### config.mk
export PLATFORM = sky130hd
export DESIGN_NAME = mem_port_arbiter_flat
export DESIGN_NICKNAME = d
export VERILOG_FILES = /design/src/rtl/mem_port_arbiter_if.sv /design/src/rtl/mem_port_arbiter.sv /design/src/flat_wrapper.sv
export SDC_FILE = /design/constraint.sdc
export NUM_CORES = 1
export LEC_CHECK = 0
export ABC_AREA = 1
export CORE_ASPECT_RATIO = 1.25
export CORE_MARGIN = 2
export CORE_UTILIZATION = 39
export DETAILED_ROUTE_END_ITERATION = 12
export HOLD_SLACK_MARGIN = 0.03
export PLACE_DENSITY = 0.88
export RECOVER_POWER = 100
export SLEW_MARGIN = 25
export SYNTH_ARGS = -nofsm -noshare
export SYNTH_HDL_FRONTEND = slang
export SYNTH_SLANG_ARGS = --single-unit
### constraint.sdc
create_clock -name clk -period 7.5 [get_ports clk]
set_input_delay 1.875 -clock clk [delete_from_list [all_inputs] [get_ports clk]]
set_output_delay 1.875 -clock clk [all_outputs]
set_load 0.02 [all_outputs]
### src/rtl/mem_port_arbiter_if.sv
// Requester-side bundle for the port-B arbiter: per-channel request fields,
// one-hot grant and one-hot read response with a shared read-data bus.
interface mem_port_arbiter_if #(
   parameter int NUM_CH = 4,
   parameter int DATA_W = 16,
   parameter int ADDR_W = 16
);
   logic [NUM_CH-1:0]        req_valid;
   logic [NUM_CH-1:0]        req_we;
   logic [NUM_CH*ADDR_W-1:0] req_addr;
   logic [NUM_CH*DATA_W-1:0] req_wdata;
   logic [NUM_CH-1:0]        req_ready;
   logic [NUM_CH-1:0]        rsp_valid;
   logic [DATA_W-1:0]        rsp_rdata;

   modport master (
      output req_valid, req_we, req_addr, req_wdata,
      input  req_ready, rsp_valid, rsp_rdata
   );

   modport slave (
      input  req_valid, req_we, req_addr, req_wdata,
      output req_ready, rsp_valid, rsp_rdata
   );
endinterface

### src/rtl/mem_port_arbiter.sv
// Round-robin arbiter sharing RAM port B; one issue per cycle, combinational grant.
// Read response one-hot to the issuer RAM_LAT+1 cycles after the registered issue; arb_en=0 stalls grants only.
module mem_port_arbiter #(
   parameter int NUM_CH  = 4,
   parameter int DATA_W  = 16,
   parameter int ADDR_W  = 16,
   parameter int RAM_LAT = 1
) (
   input  logic              clk,
   input  logic              reset,
   input  logic              arb_en,
   mem_port_arbiter_if.slave bus,
   output logic              wren_b,
   output logic [ADDR_W-1:0] address_b,
   output logic [DATA_W-1:0] data_b,
   input  logic [DATA_W-1:0] q_b
);
   localparam int CH_W  = (NUM_CH > 1) ? $clog2(NUM_CH) : 1;
   localparam int TAG_N = RAM_LAT + 1;

   logic [CH_W-1:0]   rr_ptr;
   logic [CH_W-1:0]   rr_next;
   logic [CH_W-1:0]   gnt_id;
   logic [CH_W-1:0]   idx;
   logic              found;
   logic              accept;
   logic [NUM_CH-1:0] grant;
   logic              sel_we;
   logic [ADDR_W-1:0] sel_addr;
   logic [DATA_W-1:0] sel_wdata;

   logic              iss_vld;
   logic [CH_W-1:0]   iss_ch;
   logic [TAG_N-1:0]  tag_vld;
   logic [CH_W-1:0]   tag_ch [TAG_N];
   logic [NUM_CH-1:0] rsp_onehot;

   // Search starts at rr_ptr and wraps; grant is forced low while in reset.
   always_comb begin
      found  = 1'b0;
      gnt_id = '0;
      idx    = '0;
      for (int i = 0; i < NUM_CH; i++) begin
         idx = CH_W'((int'(rr_ptr) + i) % NUM_CH);
         if (!found && bus.req_valid[idx]) begin
            found  = 1'b1;
            gnt_id = idx;
         end
      end
      accept = found & arb_en & reset;
      grant  = '0;
      if (accept) begin
         grant[gnt_id] = 1'b1;
      end
      rr_next = (gnt_id == CH_W'(NUM_CH - 1)) ? '0 : gnt_id + 1'b1;
   end

   always_comb begin
      sel_we    = 1'b0;
      sel_addr  = '0;
      sel_wdata = '0;
      for (int c = 0; c < NUM_CH; c++) begin
         if (gnt_id == CH_W'(c)) begin
            sel_we    = bus.req_we[c];
            sel_addr  = bus.req_addr[c*ADDR_W +: ADDR_W];
            sel_wdata = bus.req_wdata[c*DATA_W +: DATA_W];
         end
      end
   end

   assign bus.req_ready = grant;

   always_ff @(posedge clk or negedge reset) begin
      if (!reset) begin
         rr_ptr    <= '0;
         wren_b    <= 1'b0;
         address_b <= '0;
         data_b    <= '0;
         iss_vld   <= 1'b0;
         iss_ch    <= '0;
      end else begin
         wren_b  <= 1'b0;
         iss_vld <= 1'b0;
         if (accept) begin
            rr_ptr    <= rr_next;
            wren_b    <= sel_we;
            address_b <= sel_addr;
            data_b    <= sel_wdata;
            iss_vld   <= ~sel_we;
            iss_ch    <= gnt_id;
         end
      end
   end

   // Tag pipe tracks the RAM's own latency after the issue register.
   always_ff @(posedge clk or negedge reset) begin
      if (!reset) begin
         tag_vld <= '0;
         for (int s = 0; s < TAG_N; s++) begin
            tag_ch[s] <= '0;
         end
      end else begin
         tag_vld   <= {tag_vld[TAG_N-2:0], iss_vld};
         tag_ch[0] <= iss_ch;
         for (int s = 1; s < TAG_N; s++) begin
            tag_ch[s] <= tag_ch[s-1];
         end
      end
   end

   always_comb begin
      rsp_onehot = '0;
      if (tag_vld[TAG_N-1]) begin
         rsp_onehot[tag_ch[TAG_N-1]] = 1'b1;
      end
   end

   assign bus.rsp_valid = rsp_onehot;
   assign bus.rsp_rdata = tag_vld[TAG_N-1] ? q_b : '0;
endmodule

### src/flat_wrapper.sv
// flat-port wrapper written by rule: the top's interface ports become plain ports
module mem_port_arbiter_flat 
#(
   parameter int NUM_CH  = 4,
   parameter int DATA_W  = 16,
   parameter int ADDR_W  = 16,
   parameter int RAM_LAT = 1
)
  (clk, reset, arb_en, wren_b, address_b, data_b, q_b, bus_req_valid, bus_req_we, bus_req_addr, bus_req_wdata, bus_req_ready, bus_rsp_valid, bus_rsp_rdata);
  mem_port_arbiter_if #(.NUM_CH(NUM_CH), .DATA_W(DATA_W), .ADDR_W(ADDR_W)) bus_i ();
  input  logic clk;
  input  logic reset;
  input  logic arb_en;
  output logic wren_b;
  output logic [ADDR_W-1:0] address_b;
  output logic [DATA_W-1:0] data_b;
  input  logic [DATA_W-1:0] q_b;
  input wire logic [$bits(bus_i.req_valid)-1:0] bus_req_valid;
  input wire logic [$bits(bus_i.req_we)-1:0] bus_req_we;
  input wire logic [$bits(bus_i.req_addr)-1:0] bus_req_addr;
  input wire logic [$bits(bus_i.req_wdata)-1:0] bus_req_wdata;
  output wire logic [$bits(bus_i.req_ready)-1:0] bus_req_ready;
  output wire logic [$bits(bus_i.rsp_valid)-1:0] bus_rsp_valid;
  output wire logic [$bits(bus_i.rsp_rdata)-1:0] bus_rsp_rdata;
  assign bus_i.req_valid = bus_req_valid;
  assign bus_i.req_we = bus_req_we;
  assign bus_i.req_addr = bus_req_addr;
  assign bus_i.req_wdata = bus_req_wdata;
  assign bus_req_ready = bus_i.req_ready;
  assign bus_rsp_valid = bus_i.rsp_valid;
  assign bus_rsp_rdata = bus_i.rsp_rdata;
  mem_port_arbiter #(.NUM_CH(NUM_CH), .DATA_W(DATA_W), .ADDR_W(ADDR_W), .RAM_LAT(RAM_LAT)) u_core (.clk(clk), .reset(reset), .arb_en(arb_en), .bus(bus_i), .wren_b(wren_b), .address_b(address_b), .data_b(data_b), .q_b(q_b));
endmodule
==> impl_metrics.toml, run 1 <==
[outcome]
status = "finished with violations"
violations = "capacitance limit, slew limit"

[critical_path]
crit_chain = "clkdlybuf4s50_1, inv_1, nand2_1, nand3_1, nand2_1, nor2_1, nand3_1, nand2_1, nor2_1, dlygate4sd3_1"
crit_type = "input pin to output port"
critPathRequiredTime_ns = 5.62
reg2reg_from = "u_core.rr_ptr[0]"
ff2ff_path_depth = 11
startpoint = "bus_req_valid[1]"
critPathMaxStageDelay_ns = 1.03
reg2reg_slack_ns = 2.86
crit_fanout = 41
cp.arrival_ns = 4.84
cpMostUsedCell = "nand2_1"
cp-start-kind = "input pin"
slowest_stage = "nand2_1"
end_kind = "output port"

[pwr]
p_leak_nw = 2.63
irDropWorstVdd_v = 0.000509
pwr_density_cell_mw_per_mm2 = 462

[finish]
nFillCells = 657
n_antenna_cell = 0
multi_input_area_sq_mm = 0.00165
register_area_sq_mm = 0.00110
drive_gt1_share_pct = 2.47
final_cell_count_no_fill = 784
nNetsFinal = 847
area_growth_pct = 70.6

[clock_tree]
clk_latency_ns = 0.29
root_buffer = "clkbuf_8"
cts_num_sinks = 44
numCtsBuffers = 5
post-cts-setup-buffers = 0
path_clk_slew_ns = 0.08
cts_tree = "yes"
cts-resized-gates = 0
postCtsHoldBufs = 0
clockBufferDepth = 2
htree_levels = 2

[yosys]
syn_nets = 655
yosysUniqueCellTypes = 22
netlist_instances = 496
yosys_most_used_dff = "dfrtp_1"
synth.yosys.seq_area_share_pct = 35.8
ys_ff_latch = 44
synth_top_area_share_pct = 35.8
synth_common_cells = "nand2_1 (247), o21ai_0 (59), dfrtp_1 (44), inv_1 (34), a21oi_1 (33)"
synth_top_area_cell = "dfrtp_1"
ys_async_sr_fraction_pct = 100
synth_edf_count = 0
syn_area_sq_mm = 0.00307
synthTopCellsByArea = "dfrtp_1 (36%), nand2_1 (30%), o21ai_0 (9.6%), a21oi_1 (5.4%), inv_1 (4.2%)"
syn_area_per_cell_sq_um = 6.19
ys_warn_count = 0
yosysMostFrequentCell = "nand2_1"

[hold_path]
holdCritStartpoint = "u_core.iss_vld"
hp-class = "flop to flop"
holdPathStages = 0

[detailed_routing]
met1_length_um = 4300
highest_layer = "met4"
final_antenna_net_count = 0
wl_per_cell_um = 13.8
wl_met3_um = 769
wirelength_um = 10800
drt-pass1-iter-count = 4
dr_wl_met2_um = 5390
via_per_inst = 4.89
drt_iter0_drc = 241
post-route-drc-count = 0
vias = 3836

[timing]
finalSetupViolations = 0
fmax_ghz = 0.149
fin_ws_ns = 0.781
slew_headroom_pct = -56.5
tightest_slew_ns = 2.35
rsz0062_at_grt = "no"
fin_tns_setup_ns = 0
fin_skew_ns = 0.00675
drv_slew = 111
layout_min_cycle_time_ns = 6.72
final_hold_viol_count = 0
timing.final.crit_share_pct = 89.6

[place]
place.gp.congestion = 0.859
io_buffers = 211
dpl.hpwl_um = 8320
dp_slack_ns = 1.13
dp.cells = 776

[global_route]
grt_pass1_vias = 3562
grt_overflow_total = 0
antenna_found_initial = 0
grt_pass1_wl_um = 17000
grt_max_degree = 66
track_usage_pct = 24.2

[die]
coreArea_sq_mm = 0.00770
die_w_um = 83.4
start_util_pct = 39.9
die_y_um = 103
row_count = 36
pin_count = 212
die-area_sq_mm = 0.00861

[run]
drv_cap = 2
## report_power, final
group          internal, mW  switching, mW
clock network        0.0749         0.0775
logic                 0.688           1.18
registers             0.339         0.0632
total                  1.10           1.32
## worst paths after layout
| check | endpoint |
|---|---|
| worst min-delay path | u_core.tag_vld[0] |
| worst min register to register | u_core.tag_vld[0] |
| worst max-delay path | bus_req_ready[2] |
| max in group asynchronous | u_core.address_b[6] |
| min in group asynchronous | u_core.tag_vld[1] |
| worst max register to register | u_core.iss_ch[1] |
## layer usage
layer / vias up / track usage, %
met5: - / 0
met4: 0 / 9.21
met3: 23 / 4.29
met2: 181 / 43.5
met1: 1695 / 29.3
li1: 1937 / -
## worst max-delay path: cells and delay by family
family | cells | cell delay, ns
simple gates | 7 | 1.75
buf+inv | 3 | 1.22
## final cells by class
type | count | share of cell area, %
tap | 95 | 2.27
multi-input combinational | 384 | 31.4
clock inverter | 1 | 0.143
clock buffer | 7 | 1.65
sequential | 44 | 21.0
timing repair buffer | 216 | 40.8
inverter | 37 | 2.72
## sequential cells by signal, indices dropped and copies added, names as in the netlist
| register | flops |
|---|---|
| u_core.data_b | 16 |
| u_core.rr_ptr | 2 |
| u_core.tag_vld | 2 |
| u_core.iss_ch | 2 |
| u_core.iss_vld | 1 |
| u_core.tag_ch | 4 |
| u_core.wren_b | 1 |
| u_core.address_b | 16 |
## stage by stage
step	power, mW	hold slack, ns	utilization, %	area, sq um
6_report	2.42	0.352	68.0	5240
5_1_grt	2.71	0.364	68.0	5240
4_1_cts	2.48	0.356	68.5	5270
2_1_floorplan	1.72	0.331	-	3070
3_5_place_dp	2.32	0.340	67.2	5180
3_3_place_gp	2.25	0.334	67.2	5170
## kinds of logic (layout without fill, tap and decap cells)
| family | count (synthesis) | after routing | synth area share [%] |
|---|---|---|---|
| and+or+nand+nor | 276 | 276 | 35.4 |
| AOI/OAI and AO/OA | 104 | 104 | 17.0 |
| buffers and inverters | 68 | 261 | 10.1 |
| DFF | 44 | 44 | 35.8 |
| adders and majority gates | 4 | 4 | 1.63 |
## cells in the final DEF (no fill, tap or decap), types with 6 or more instances in the layout
cell type / Yosys / routed
nand2_1: 247 / 248
clkdlybuf4s50_1: 0 / 154
o21ai_0: 59 / 59
dlygate4sd3_1: 0 / 56
dfrtp_1: 44 / 44
inv_1: 34 / 34
a21oi_1: 33 / 33
nand3_1: 10 / 11
o21ai_1: 11 / 11
nor2_1: 7 / 7
clkbuf_8: 0 / 6
Power figures use the tool's default switching activity.
==> inputs of run 2 (changes only) <==
PLACE_DENSITY = 0.95   (was 0.88)
==> run 2 against run 1 <==
  * Critical path depth unchanged
  * Cell area decreased by 0.17%
  * Critical endpoint is now bus_req_ready[3]
  * Highest routed layer unchanged
  * The run still ends with capacitance limit, slew limit left
  * Clock power decreased by 9%
  * Fmax increased by 0.30%
==> impl_metrics.toml, run 2 (synthesis gave the netlist of run 1 again) <==
[clock_tree]
path_clk_slew_ns = 0.08
cts_tree = "yes"
clockBufferDepth = 2
htree_levels = 2
numCtsBuffers = 5
postCtsHoldBufs = 0
cts_num_sinks = 44
clk_latency_ns = 0.28
post-cts-setup-buffers = 0
root_buffer = "clkbuf_8"
cts-resized-gates = 0

[detailed_routing]
wirelength_um = 11000
final_antenna_net_count = 0
post-route-drc-count = 0
vias = 3928
drt-pass1-iter-count = 4
drt_iter0_drc = 161
via_per_inst = 5.01
wl_per_cell_um = 14.1

[place]
dp.cells = 777
dpl.hpwl_um = 8520
io_buffers = 211
place.gp.congestion = 0.837

[global_route]
grt_max_degree = 66
grt_pass1_vias = 3661
track_usage_pct = 24.4
antenna_found_initial = 0
grt_overflow_total = 0
grt_pass1_wl_um = 17000

[pwr]
p_total_mw = 2.44
irDropWorstVdd_v = 0.000799
p_leak_nw = 2.63
pwr_density_cell_mw_per_mm2 = 466

[critical_path]
cp.arrival_ns = 4.82
cpMostUsedCell = "nand2_1"
reg2reg_to = "u_core.rr_ptr[1]"
reg2reg_slack_ns = 2.86
crit_type = "input pin to output port"
cp_num_cells = 10
cp_top_family = "simple AND/OR/NAND/NOR gates"
reg2reg_from = "u_core.rr_ptr[0]"
crit_fanout = 41
crit_buf_inv = 3
end_kind = "output port"
endpoint = "bus_req_ready[3]"
startpoint = "bus_req_valid[1]"
critPathRequiredTime_ns = 5.62
crit_chain = "clkdlybuf4s50_1, inv_1, nand2_1, nand3_1, nand2_1, nor2_1, nand3_2, nand2_1, nor2_1, dlygate4sd3_1"
slowest_stage = "nand2_1"
critPathMaxStageDelay_ns = 0.99
ff2ff_path_depth = 10
cp-start-kind = "input pin"

[die]
die_y_um = 103
die-area_sq_mm = 0.00861
die_w_um = 83.4
row_count = 36
pin_count = 212
start_util_pct = 39.9
coreArea_sq_mm = 0.00770

[finish]
area_growth_pct = 70.3
drive_gt1_share_pct = 2.61
reg_top3 = "u_core.address_b: 16 flops, u_core.data_b: 16 flops, u_core.tag_ch: 4 flops"
final_cell_count_no_fill = 784
layout_common_cells = "nand2_1 (249), clkdlybuf4s50_1 (154), o21ai_0 (59), dlygate4sd3_1 (56), dfrtp_1 (44)"
n_antenna_cell = 0
layout_commonest_cell = "nand2_1"
nNetsFinal = 848

[timing]
finalSetupViolations = 0
drv_slew = 111
timing.final.crit_share_pct = 89.3
layout_min_cycle_time_ns = 6.70
final_hold_viol_count = 0
rsz0062_at_grt = "no"
tightest_slew_ns = 2.30
fin_skew_ns = 0.00336
slew_headroom_pct = -53.6
fin_tns_setup_ns = 0
fmax_ghz = 0.149

[outcome]
violations = "capacitance limit, slew limit"
status = "finished with violations"

[run]
drv_cap = 2

[hold_path]
hp-class = "flop to flop"
run 2: final cells by class:
class	count	area, sq um
well taps	95	119
flip-flops and latches	44	1100
repair buffers	217	2140
clock buffers	6	72.6
inverters	37	143
multi-input cells	384	1650
clock inverters	1	5.00
fillers	632	2470
run 2: worst min-delay path by stage:
stage / startpoint / to / slack, ns / depth (start not counted)
after floorplan: u_core.tag_ch[2] / u_core.tag_ch[0] / 0.33 / 0
after global routing: u_core.tag_ch[3] / u_core.tag_ch[1] / 0.36 / 0
after detailed placement: u_core.iss_vld / u_core.tag_vld[0] / 0.33 / 0
after CTS: u_core.tag_vld[0] / u_core.tag_vld[1] / 0.35 / 0
final: u_core.iss_vld / u_core.tag_vld[0] / 0.35 / 0
after global placement: u_core.tag_ch[2] / u_core.tag_ch[0] / 0.33 / 0
run 2: report_power, final:
part           total [mW]  internal, mW  leakage, nW  switching, mW
registers           0.403         0.339        0.563         0.0645
clock network       0.139        0.0635       0.0410         0.0760
logic                1.89         0.694         2.03           1.20
run 2: layer usage:
| metal | wire length (um) | vias up | part of all wire (%) | track usage (%) |
|---|---|---|---|---|
| met3 | 985 | 22 | 8.9 | 5.71 |
| met4 | 282 | 0 | 2.6 | 9.08 |
| li1 | - | 1939 | - | - |
| met5 | 0 | - | 0 | 0 |
| met1 | 4040 | 1754 | 37 | 27.4 |
| met2 | 5740 | 213 | 52 | 45.6 |
run 2: per-stage QoR:
stage	setup slack, ns	util (%)	hold slack, ns	instance area [sq um]
after floorplan	2.09	-	0.331	3070
after global placement	1.34	67.3	0.333	5180
after detailed placement	1.24	67.3	0.335	5180
after CTS	1.24	68.3	0.354	5260
after global routing	0.493	67.9	0.359	5230
final	0.801	67.9	0.352	5230
==> inputs of run 3 (changes only) <==
CORE_UTILIZATION = 32   (was 39)
PLACE_DENSITY = 0.88   (was 0.95)
REMOVE_ABC_BUFFERS = 1   (was default)
SKIP_CTS_REPAIR_TIMING = 1   (was default)
clock period = 6.06 ns   (was 7.5 ns; I/O delays follow)
==> run 3 against run 2 <==
  * The run still ends with capacitance limit, slew limit left
  * Sequential share of layout area down 0.42 points
  * Non-clock buffer count unchanged
  * Sequential cell count unchanged
  * Clock skew about the same
  * Worst setup slack worse by 0.36 ns
  * Die area up 21%
  * Register-to-register slack worse by 1.1 ns
  * Combinational power up 22%
  * Global-route usage down 4.2 points
==> impl_metrics.toml, run 3 (synthesis gave the netlist of run 1 again) <==
[critical_path]
reg2reg_slack_ns = 1.75
reg2reg_from = "u_core.rr_ptr[0]"
crit_fanout = 4
crit_chain = "dlygate4sd3_1, nand2_1, nand2_1, nand2_2, nand2_2, nor2_1, nand3_1, nand3_1, ha_1, inv_1, nor2_1, clkdlybuf4s50_1"
crit_type = "input pin to output port"
ff2ff_path_depth = 18
end_kind = "output port"
slowest_stage = "clkdlybuf4s50_1"
critPathMaxStageDelay_ns = 0.67
cp-start-kind = "input pin"
critPathRequiredTime_ns = 4.55
reg2reg_to = "u_core.address_b[13]"
cp.arrival_ns = 4.10

[global_route]
grt_overflow_total = 0
grt_pass1_wl_um = 17100
grt_max_degree = 66
antenna_found_initial = 0
track_usage_pct = 20.2
grt_pass1_vias = 3572

[run]
drv_cap = 2

[pwr]
switching_share_pct = 54.2
pwr_density_cell_mw_per_mm2 = 575
pwr-share-seq_pct = 16.2
irDropWorstVdd_v = 0.000468
p_int_mw = 1.41
p_total_mw = 3.07
p_comb_share_pct = 75.1
clkPwrFrac_pct = 8.6
p_leak_nw = 2.65
p_switching_mw = 1.66

[clock_tree]
cts_tree = "yes"
cts_num_sinks = 44
path_clk_slew_ns = 0.06
htree_levels = 2
clk_latency_ns = 0.28
root_buffer = "clkbuf_16"
clockBufferDepth = 2
numCtsBuffers = 5

[timing]
drv_slew = 81
timing.final.crit_share_pct = 92.7
layout_min_cycle_time_ns = 5.62
final_hold_viol_count = 0
fin_tns_setup_ns = 0
slew_headroom_pct = -59.6
fin_skew_ns = 0.00304
finalSetupViolations = 0
holdWs_ns = 0.350
tightest_slew_ns = 2.39
fin_ws_ns = 0.441
fmax_ghz = 0.178
rsz0062_at_grt = "no"

[detailed_routing]
post-route-drc-count = 0
wl_per_cell_um = 13.6
via_per_inst = 4.72
final_antenna_net_count = 0
drt_iter0_drc = 161
wirelength_um = 11100
vias = 3854
drt-pass1-iter-count = 5

[die]
start_util_pct = 32.5
die_w_um = 91.6
row_count = 40
die-area_sq_mm = 0.0104
coreArea_sq_mm = 0.00946
pin_count = 212
die_y_um = 114

[finish]
layout_common_cells = "nand2_1 (247), clkdlybuf4s50_1 (156), o21ai_0 (68), dlygate4sd3_1 (54), dfrtp_1 (44)"
finalInstanceArea_sq_mm = 0.00534
reg_top3 = "u_core.address_b: 16 flops, u_core.data_b: 16 flops, u_core.tag_ch: 4 flops"
nNetsFinal = 848
drive_gt1_share_pct = 3.04
layout_commonest_cell = "nand2_1"
area_growth_pct = 73.8
n_antenna_cell = 0
final_cell_count_no_fill = 816
nFillCells = 869
final_core_util_pct = 56.4

[place]
place.gp.congestion = 0.937
io_buffers = 211
dpl_cell_area_sq_mm = 0.00522
dpl.hpwl_um = 8380
dp.cells = 808
dp_slack_ns = 0.659

[hold_path]
holdCritStartpoint = "u_core.tag_ch[2]"
holdPathStages = 0
worstHoldEndpoint = "u_core.tag_ch[0]"
hp-class = "flop to flop"

[outcome]
violations = "capacitance limit, slew limit"
status = "finished with violations"
==> run 3: power groups by stage <==
stage	Clock (mW)	Combinational, mW	Sequential [mW]
6_report	0.266	2.31	0.498
3_5_place_dp	0	2.37	0.507
2_1_floorplan	0	1.44	0.602
5_1_grt	0.284	2.60	0.515
4_1_cts	0.272	2.38	0.504
3_3_place_gp	0	2.30	0.501
==> run 3: layout make-up <==
class,count,area (sq um),share of cell area (%)
Clock buffer,5,125,2.34
Clock inverter,3,18.8,0.352
Inverter,37,143,2.67
Multi-Input combinational cell,384,1650,31.0
Sequential cell,44,1100,20.6
Tap cell,126,158,2.95
Timing Repair Buffer,217,2140,40.1
==> run 3: worst max-delay path, delay by kind of cell <==
family | cells | cell delay, ns
adder cells (fa/ha/maj) | 1 | 0.19
buffers and inverters | 3 | 1.28
AND/OR/NAND/NOR | 8 | 1.12
==> run 3: worst max path at each step <==
stage,start,to,slack (ns),cells past startpoint
4_1_cts,bus_req_valid[1],bus_req_ready[2],0.66,14
3_3_place_gp,bus_req_valid[1],bus_req_ready[1],0.77,13
6_report,bus_req_valid[3],bus_req_ready[2],0.44,12
2_1_floorplan,bus_req_valid[3],bus_req_ready[2],0.71,12
5_1_grt,bus_req_valid[3],bus_req_ready[2],0.22,14
3_5_place_dp,bus_req_valid[1],bus_req_ready[3],0.66,14
==> run 3: layer usage <==
layer	vias to the layer above	global-route usage, %	wire length (um)
met5	-	0	0
li1	1939	-	-
met2	185	38.5	5830
met3	16	3.96	874
met4	0	4.55	152
met1	1714	23.1	4220
==> RTL change 1, RTL diff (config.mk and constraints of run 3) <==
`ADDR_W` is set to 16 in 3 places; all go to 15.
--- a/src/rtl/mem_port_arbiter_if.sv
+++ b/src/rtl/mem_port_arbiter_if.sv
@@ -3,7 +3,7 @@
 interface mem_port_arbiter_if #(
    parameter int NUM_CH = 4,
    parameter int DATA_W = 16,
-   parameter int ADDR_W = 16
+   parameter int ADDR_W = 15
 );
    logic [NUM_CH-1:0]        req_valid;
    logic [NUM_CH-1:0]        req_we;
--- a/src/rtl/mem_port_arbiter.sv
+++ b/src/rtl/mem_port_arbiter.sv
@@ -3,7 +3,7 @@
 module mem_port_arbiter #(
    parameter int NUM_CH  = 4,
    parameter int DATA_W  = 16,
-   parameter int ADDR_W  = 16,
+   parameter int ADDR_W  = 15,
    parameter int RAM_LAT = 1
 ) (
    input  logic              clk,
--- a/src/flat_wrapper.sv
+++ b/src/flat_wrapper.sv
@@ -3,7 +3,7 @@
 #(
    parameter int NUM_CH  = 4,
    parameter int DATA_W  = 16,
-   parameter int ADDR_W  = 16,
+   parameter int ADDR_W  = 15,
    parameter int RAM_LAT = 1
 )
   (clk, reset, arb_en, wren_b, address_b, data_b, q_b, bus_req_valid, bus_req_we, bus_req_addr, bus_req_wdata, bus_req_ready, bus_rsp_valid, bus_rsp_rdata);
Ports: changed (resized address_b and bus_req_addr); port bits go from 212 to 207. No check against the original RTL was run, so the function may have changed too.
==> RTL change 1 against run 3 <==
  * The run still ends with capacitance limit, slew limit left
  * Cell area fell by 1.9%
  * Area after synthesis fell by 2.9%
  * Final cell count fell by 2.2%
  * Utilization rose by 0.96 points
  * Wire length fell by 4.2%
  * Total power fell by 1.7%
  * Worst hold slack got worse by 5.4 ps
  * Worst setup slack improved by 150 ps
  * Sequential cell count fell by 1
  * Largest cell class unchanged
  * Largest power group unchanged
==> RTL change 1: results (changes against run 3) <==
Run status
  – Status: complete, but fails checks
  – Failing checks: capacitance limit, slew limit

Global routing
  – Initial antenna violation count: 0 (unchanged)
  – Number of global-route vias before repair: 3744 (+4.8%)
  – Global Route Usage Sum: 20.7% (+0.44 points)
  – First-pass GRT wire length: 17.2 mm (+0.40%)
  – Pin count of the biggest net entering global routing: 64 (-3.0%)

Pwr
  – Leak: 2.62 nW (-1.5%)
  – Worst VDD drop: 0.348 mV (-26%)

Placement
  – Gp weighted congestion: 0.891 (-4.9%)
  – Cell Count Post-Placement: 791 (-2.1%)
  – Post-DP HPWL: 8.30 mm (-0.92%)
  – # port buffers: 206 (-2.4%)
  – Placed Area: 5100 µm² (-2.2%)

Clocking
  – Inserted Clock Buffers: 5 (unchanged)
  – CTS max path bufs: 2 (unchanged)
  – H-tree depth: 2 (unchanged)
  – Clk pin slew, worst setup/hold paths: 50 ps
  – Worst-skew pair later-pin latency: 270 ps
  – Clk root buf: clkbuf_16

Cells and area
  – Ant. Diodes: 0 (unchanged)
  – Largest regs: u_core.data_b (16), u_core.address_b (15), u_core.tag_ch (4)
  – Ratio of cells with drive above 1 in the final layout: 2.37% (-0.67 points)
  – Fin cells: 798 (-2.2%)
  – Layout fillers: 874 (+0.58%)
  – # nets final: 830 (-2.1%)

Floorplanning
  – Core footprint: 9130 µm² (-3.5%)
  – Row cnt: 39 (-2.5%)

Logic synthesis
  – Fraction of registers with async set/reset: 100% (unchanged)
  – Synth unique cells: 21 (-4.5%)
  – Top cells by area, synth: dfrtp_1, nand2_1, o21ai_0, a21oi_1, inv_1
  – Synth cell count leaders: nand2_1, o21ai_0, dfrtp_1, inv_1, a21oi_1
  – Register area share after synthesis: 36.1% (+0.21 points)
  – Mean Syn Cell Area: 6.14 µm² (-0.85%)
  – Ys Warns: 0 (unchanged)

Route
  – Avg Vias per Cell: 4.72 (-0.13%)
  – DRT Pass-1 Iters: 5 (unchanged)
  – Routed WL per cell: 13.3 µm (-2.0%)
  – DRT iter0 DRCs: 164 (+1.9%)

Job
  – Max-Cap Viols: 2 (unchanged)

STA
  – Worst slew pin tran: 2300 ps (-94.6 ps)
  – Final slew viol count: 108 (+33%)
  – Clock Skews: 4.66 ps (+1.62 ps)

Setup path
  – CP max FO: 24 (+20)
  – Worst Path Arrival: 3950 ps (-150 ps)

Worst hold path
  – Worst hold path type: register to register
-- RTL change 1: changes by cell type in the layout (fill, tap and decap cells not counted), sizes merged --
| cell | before | now |
|---|---|---|
| bufinv | 0 | 1 |
| dlygate4sd3 | 54 | 52 |
| o21ai | 70 | 68 |
| buf | 3 | 4 |
| a21oi | 33 | 32 |
| clkdlybuf4s50 | 156 | 153 |
| clkinvlp | 1 | 0 |
| dfrtp | 44 | 43 |
| nand2 | 251 | 245 |
| clkinv | 3 | 0 |
| inv | 36 | 37 |
| clkbuf | 9 | 10 |
-- RTL change 1: report_power, final --
| group | switching, mW | internal, mW | total, mW |
|---|---|---|---|
| logic | 1.42 | 0.827 | 2.25 |
| registers | 0.0765 | 0.411 | 0.487 |
| clock network | 0.0941 | 0.192 | 0.286 |
| total | 1.59 | 1.43 | 3.02 |
-- RTL change 1: layout make-up --
class                           count  area share [%]
Timing Repair Buffer              213            40.0
Multi-Input combinational cell    375            30.7
Sequential cell                    43            20.5
Tap cell                          123            2.94
Inverter                           37            2.70
Clock buffer                        6            2.46
Clock inverter                      1           0.573
-- RTL change 1: worst paths after layout --
check | start | end | slack, ps | cells after the start
setup / recovery | bus_req_valid[1] | bus_req_ready[1] | 590 | 10
hold / removal | u_core.tag_vld[0] | u_core.tag_vld[1] | 340 | 0
setup reg to reg | u_core.rr_ptr[0] | u_core.data_b[1] | 1930 | 15
hold reg to reg | u_core.tag_vld[0] | u_core.tag_vld[1] | 340 | 0
max in group asynchronous | reset | u_core.tag_ch[1] | 2620 | 2
min in group asynchronous | reset | u_core.data_b[13] | 2120 | 2
-- RTL change 1: critical path: stages --
cell	delay [ps]
clkdlybuf4s50_1	440
inv_1	60
nand2_1	60
nand3_1	120
nand2_1	70
nor2_1	240
nand3_2	130
nand2_1	620
nor2_1	100
clkdlybuf4s50_1	600
-- RTL change 1: cells by family after synthesis --
group | synth area share, %
adder cells (fa/ha/maj) | 1.68
flip-flops | 36.1
AND/OR/NAND/NOR | 35.5
AO/OA/AOI/OAI | 17.0
buffers and inverters | 9.73
-- RTL change 1: through the flow --
stage | power [mW] | utilization, % | hold WS (ps) | worst slack, ps
CTS | 3.09 | 57.7 | 347 | 710
global placement | 2.72 | 55.9 | 333 | 717
finish | 3.02 | 57.4 | 344 | 590
global route | 3.37 | 57.4 | 364 | 261
detailed placement | 2.79 | 55.9 | 335 | 709
floorplan | 1.97 | - | 331 | 754
-- RTL change 1: routing by layer --
metal | GRT usage, % | up-vias | wire, µm
li1 | - | 1897 | -
met2 | 38.2 | 159 | 5480
met5 | 0 | - | 0
met1 | 22.9 | 1692 | 4150
met4 | 7.38 | 0 | 184
met3 | 5.01 | 16 | 798
==> RTL change 2, RTL diff (flow settings as in run 3) <==
Made on the original files. Make the reset (`reset`) synchronous in 2 clocked blocks.
--- a/src/rtl/mem_port_arbiter.sv
+++ b/src/rtl/mem_port_arbiter.sv
@@ -70,7 +70,7 @@
 
    assign bus.req_ready = grant;
 
-   always_ff @(posedge clk or negedge reset) begin
+   always_ff @(posedge clk) begin
       if (!reset) begin
          rr_ptr    <= '0;
          wren_b    <= 1'b0;
@@ -93,7 +93,7 @@
    end
 
    // Tag pipe tracks the RAM's own latency after the issue register.
-   always_ff @(posedge clk or negedge reset) begin
+   always_ff @(posedge clk) begin
       if (!reset) begin
          tag_vld <= '0;
          for (int s = 0; s < TAG_N; s++) begin
Function: differs if reset is asserted again (counterexample within 4 cycles, from zero or initial values and one cycle with reset low); with reset held inactive, the same outputs for 10 cycles.
==> RTL change 2 against run 3 <==
  * The flow still finishes with violations (capacitance limit, slew limit)
  * Worst setup slack got worse by 20 ps
  * Area after synthesis down 4.6%
  * Critical endpoint unchanged
  * Register-to-register slack got worse by 90 ps
  * Wire length fell by 0.39%
  * Largest power group unchanged
  * Worst hold slack better by 62 ps
  * Non-clock buffer count up 1
  * Sequential cell count unchanged
  * First-iteration DRC count fell by 2.5%
  * Cell area decreased by 1.9%
  * Clock skew fell by 0.87 ps
  * Utilization increased by 1.6 points
  * Total power decreased by 36%
==> RTL change 2: results (changes against run 3) <==
Route
  – DRT iter0 DRCs: 157 (-2.5%)
  – DRT Pass-1 Iters: 4 (-1)
  – Vias: 3960 (+2.8%)
  – WL met1: 4.10 mm (-2.8%)
  – Highest Signal Layer: met4
  – Met3 wire length: 954 µm (+9.2%)
  – Routed WL per cell: 13.4 µm (-1.6%)
  – Met2 WL: 5.71 mm (-2.1%)

STA
  – Clock Skews: 2.17 ps (-0.872 ps)
  – Post-Route Setup TNS: 0 ps (unchanged)
  – Relative slew margins: -15.5% (+44 points)
  – Final slew viol count: 76 (-6.2%)

Placement
  – # port buffers: 211 (unchanged)
  – Post-DP HPWL: 8.45 mm (+0.82%)
  – Gp weighted congestion: 0.878 (-6.3%)
  – Placed Area: 5090 µm² (-2.4%)
  – Cell Count Post-Placement: 818 (+1.2%)
  – Place WS: 651 ps (-7.81 ps)

Logic synthesis
  – Fraction of registers with async set/reset: 0% (-100 points)
  – Synth unique cells: 25 (+14%)
  – Ys Warns: 0 (unchanged)
  – Mean Syn Cell Area: 5.73 µm² (-7.5%)
  – Main synth FF type: dfxtp_1
  – Top cells by area, synth: dfxtp_1, nand2_1, o21ai_0, nand3_1, a21oi_1
  – Register area share after synthesis: 30.0% (-5.8 points)
  – Synth cell count leaders: nand2_1, o21ai_0, inv_1, dfxtp_1, nand3_1

Global routing
  – Initial antenna violation count: 0 (unchanged)
  – Number of global-route vias before repair: 3708 (+3.8%)
  – Pin count of the biggest net entering global routing: 67 (+1.5%)
  – Global Route Usage Sum: 21.3% (+1.0 points)
  – First-pass GRT wire length: 16.6 mm (-2.7%)

Worst hold path
  – Worst hold path type: register to register

Clocking
  – Clk pin slew, worst setup/hold paths: 60 ps (about the same)
  – Clk root buf: clkbuf_16
  – Inserted Clock Buffers: 5 (unchanged)
  – Worst-skew pair later-pin latency: 280 ps (about the same)
  – H-tree depth: 2 (unchanged)
  – CTS max path bufs: 2 (unchanged)

Cells and area
  – Fin cells: 826 (+1.2%)
  – # nets final: 861 (+1.5%)
  – Largest regs: u_core.address_b (16), u_core.data_b (16), u_core.tag_ch (4)
  – Ratio of cells with drive above 1 in the final layout: 2.84% (-0.20 points)
  – Ant. Diodes: 0 (unchanged)

Pwr
  – Worst VDD drop: 0.425 mV (-9.1%)
  – Power Dens Cells: 375 nW/µm² (-35%)
  – Leak: 2.57 nW (-3.2%)
  – Flop+latch power: 0.404 mW (-19%)
  – Clk power: 0.300 mW (+13%)
  – Internal power: 1.04 mW (-26%)

Job
  – Max-Cap Viols: 2 (unchanged)

Run status
  – Status: complete, but fails checks
  – Failing checks: capacitance limit, slew limit

Setup path
  – Worst path max stage delay: 700 ps (+30 ps)
  – Worst Path Arrival: 4120 ps (+20 ps)
  – Critical path's slowest cell: dlygate4sd3_1
  – CP max FO: 4 (unchanged)
==> RTL change 2: cell types whose count changed after synthesis, sizes merged, moves of 2 or more <==
cell,run 3,this run
inv,37,47
a21oi,33,35
dfrtp,44,0
nand3,11,39
o21ai,70,73
nand2,251,218
dfxtp,0,44
clkbuf,19,23
==> RTL change 2: cell families (layout without fill, tap and decap cells) <==
kind of cell	after synthesis	in the layout	share of synthesized area (%)
adder cells (fa/ha/maj)	4	4	1.71
AND/OR/NAND/NOR	272	272	37.9
flip-flops	44	44	30.0
AO/OA/AOI/OAI	110	110	19.0
buffers and inverters	82	273	11.4
==> RTL change 2: final timing paths <==
kind         cells after the start                start  slack [ps]             endpoint
min reg2reg                      2  u_core.tag_ch[0][0]         410  u_core.tag_ch[0][2]
min                              2  u_core.tag_ch[0][0]         410  u_core.tag_ch[0][2]
max reg2reg                     18     u_core.rr_ptr[0]        1660  u_core.address_b[1]
max                             14     bus_req_valid[1]         420     bus_req_ready[2]
==> RTL change 2: critical path, delay by kind of cell <==
| family | cells | cell delay, ps |
|---|---|---|
| buf+inv | 5 | 1520 |
| fa+ha+maj | 1 | 170 |
| simple gates | 8 | 900 |
==> RTL change 2: final cells by class <==
class	instances	area, µm²
sequential	44	881
inverter	47	176
fill	825	3790
tap	123	154
timing repair buffer	218	2150
clock inverter	2	35.0
clock buffer	6	129
multi-input combinational	386	1720
==> RTL change 2: layer usage <==
layer | track usage (%) | up-vias
met1 | 21.3 | 1739
met4 | 7.56 | 0
met2 | 40.1 | 199
met3 | 5.58 | 21
li1 | - | 2001
met5 | 0 | -
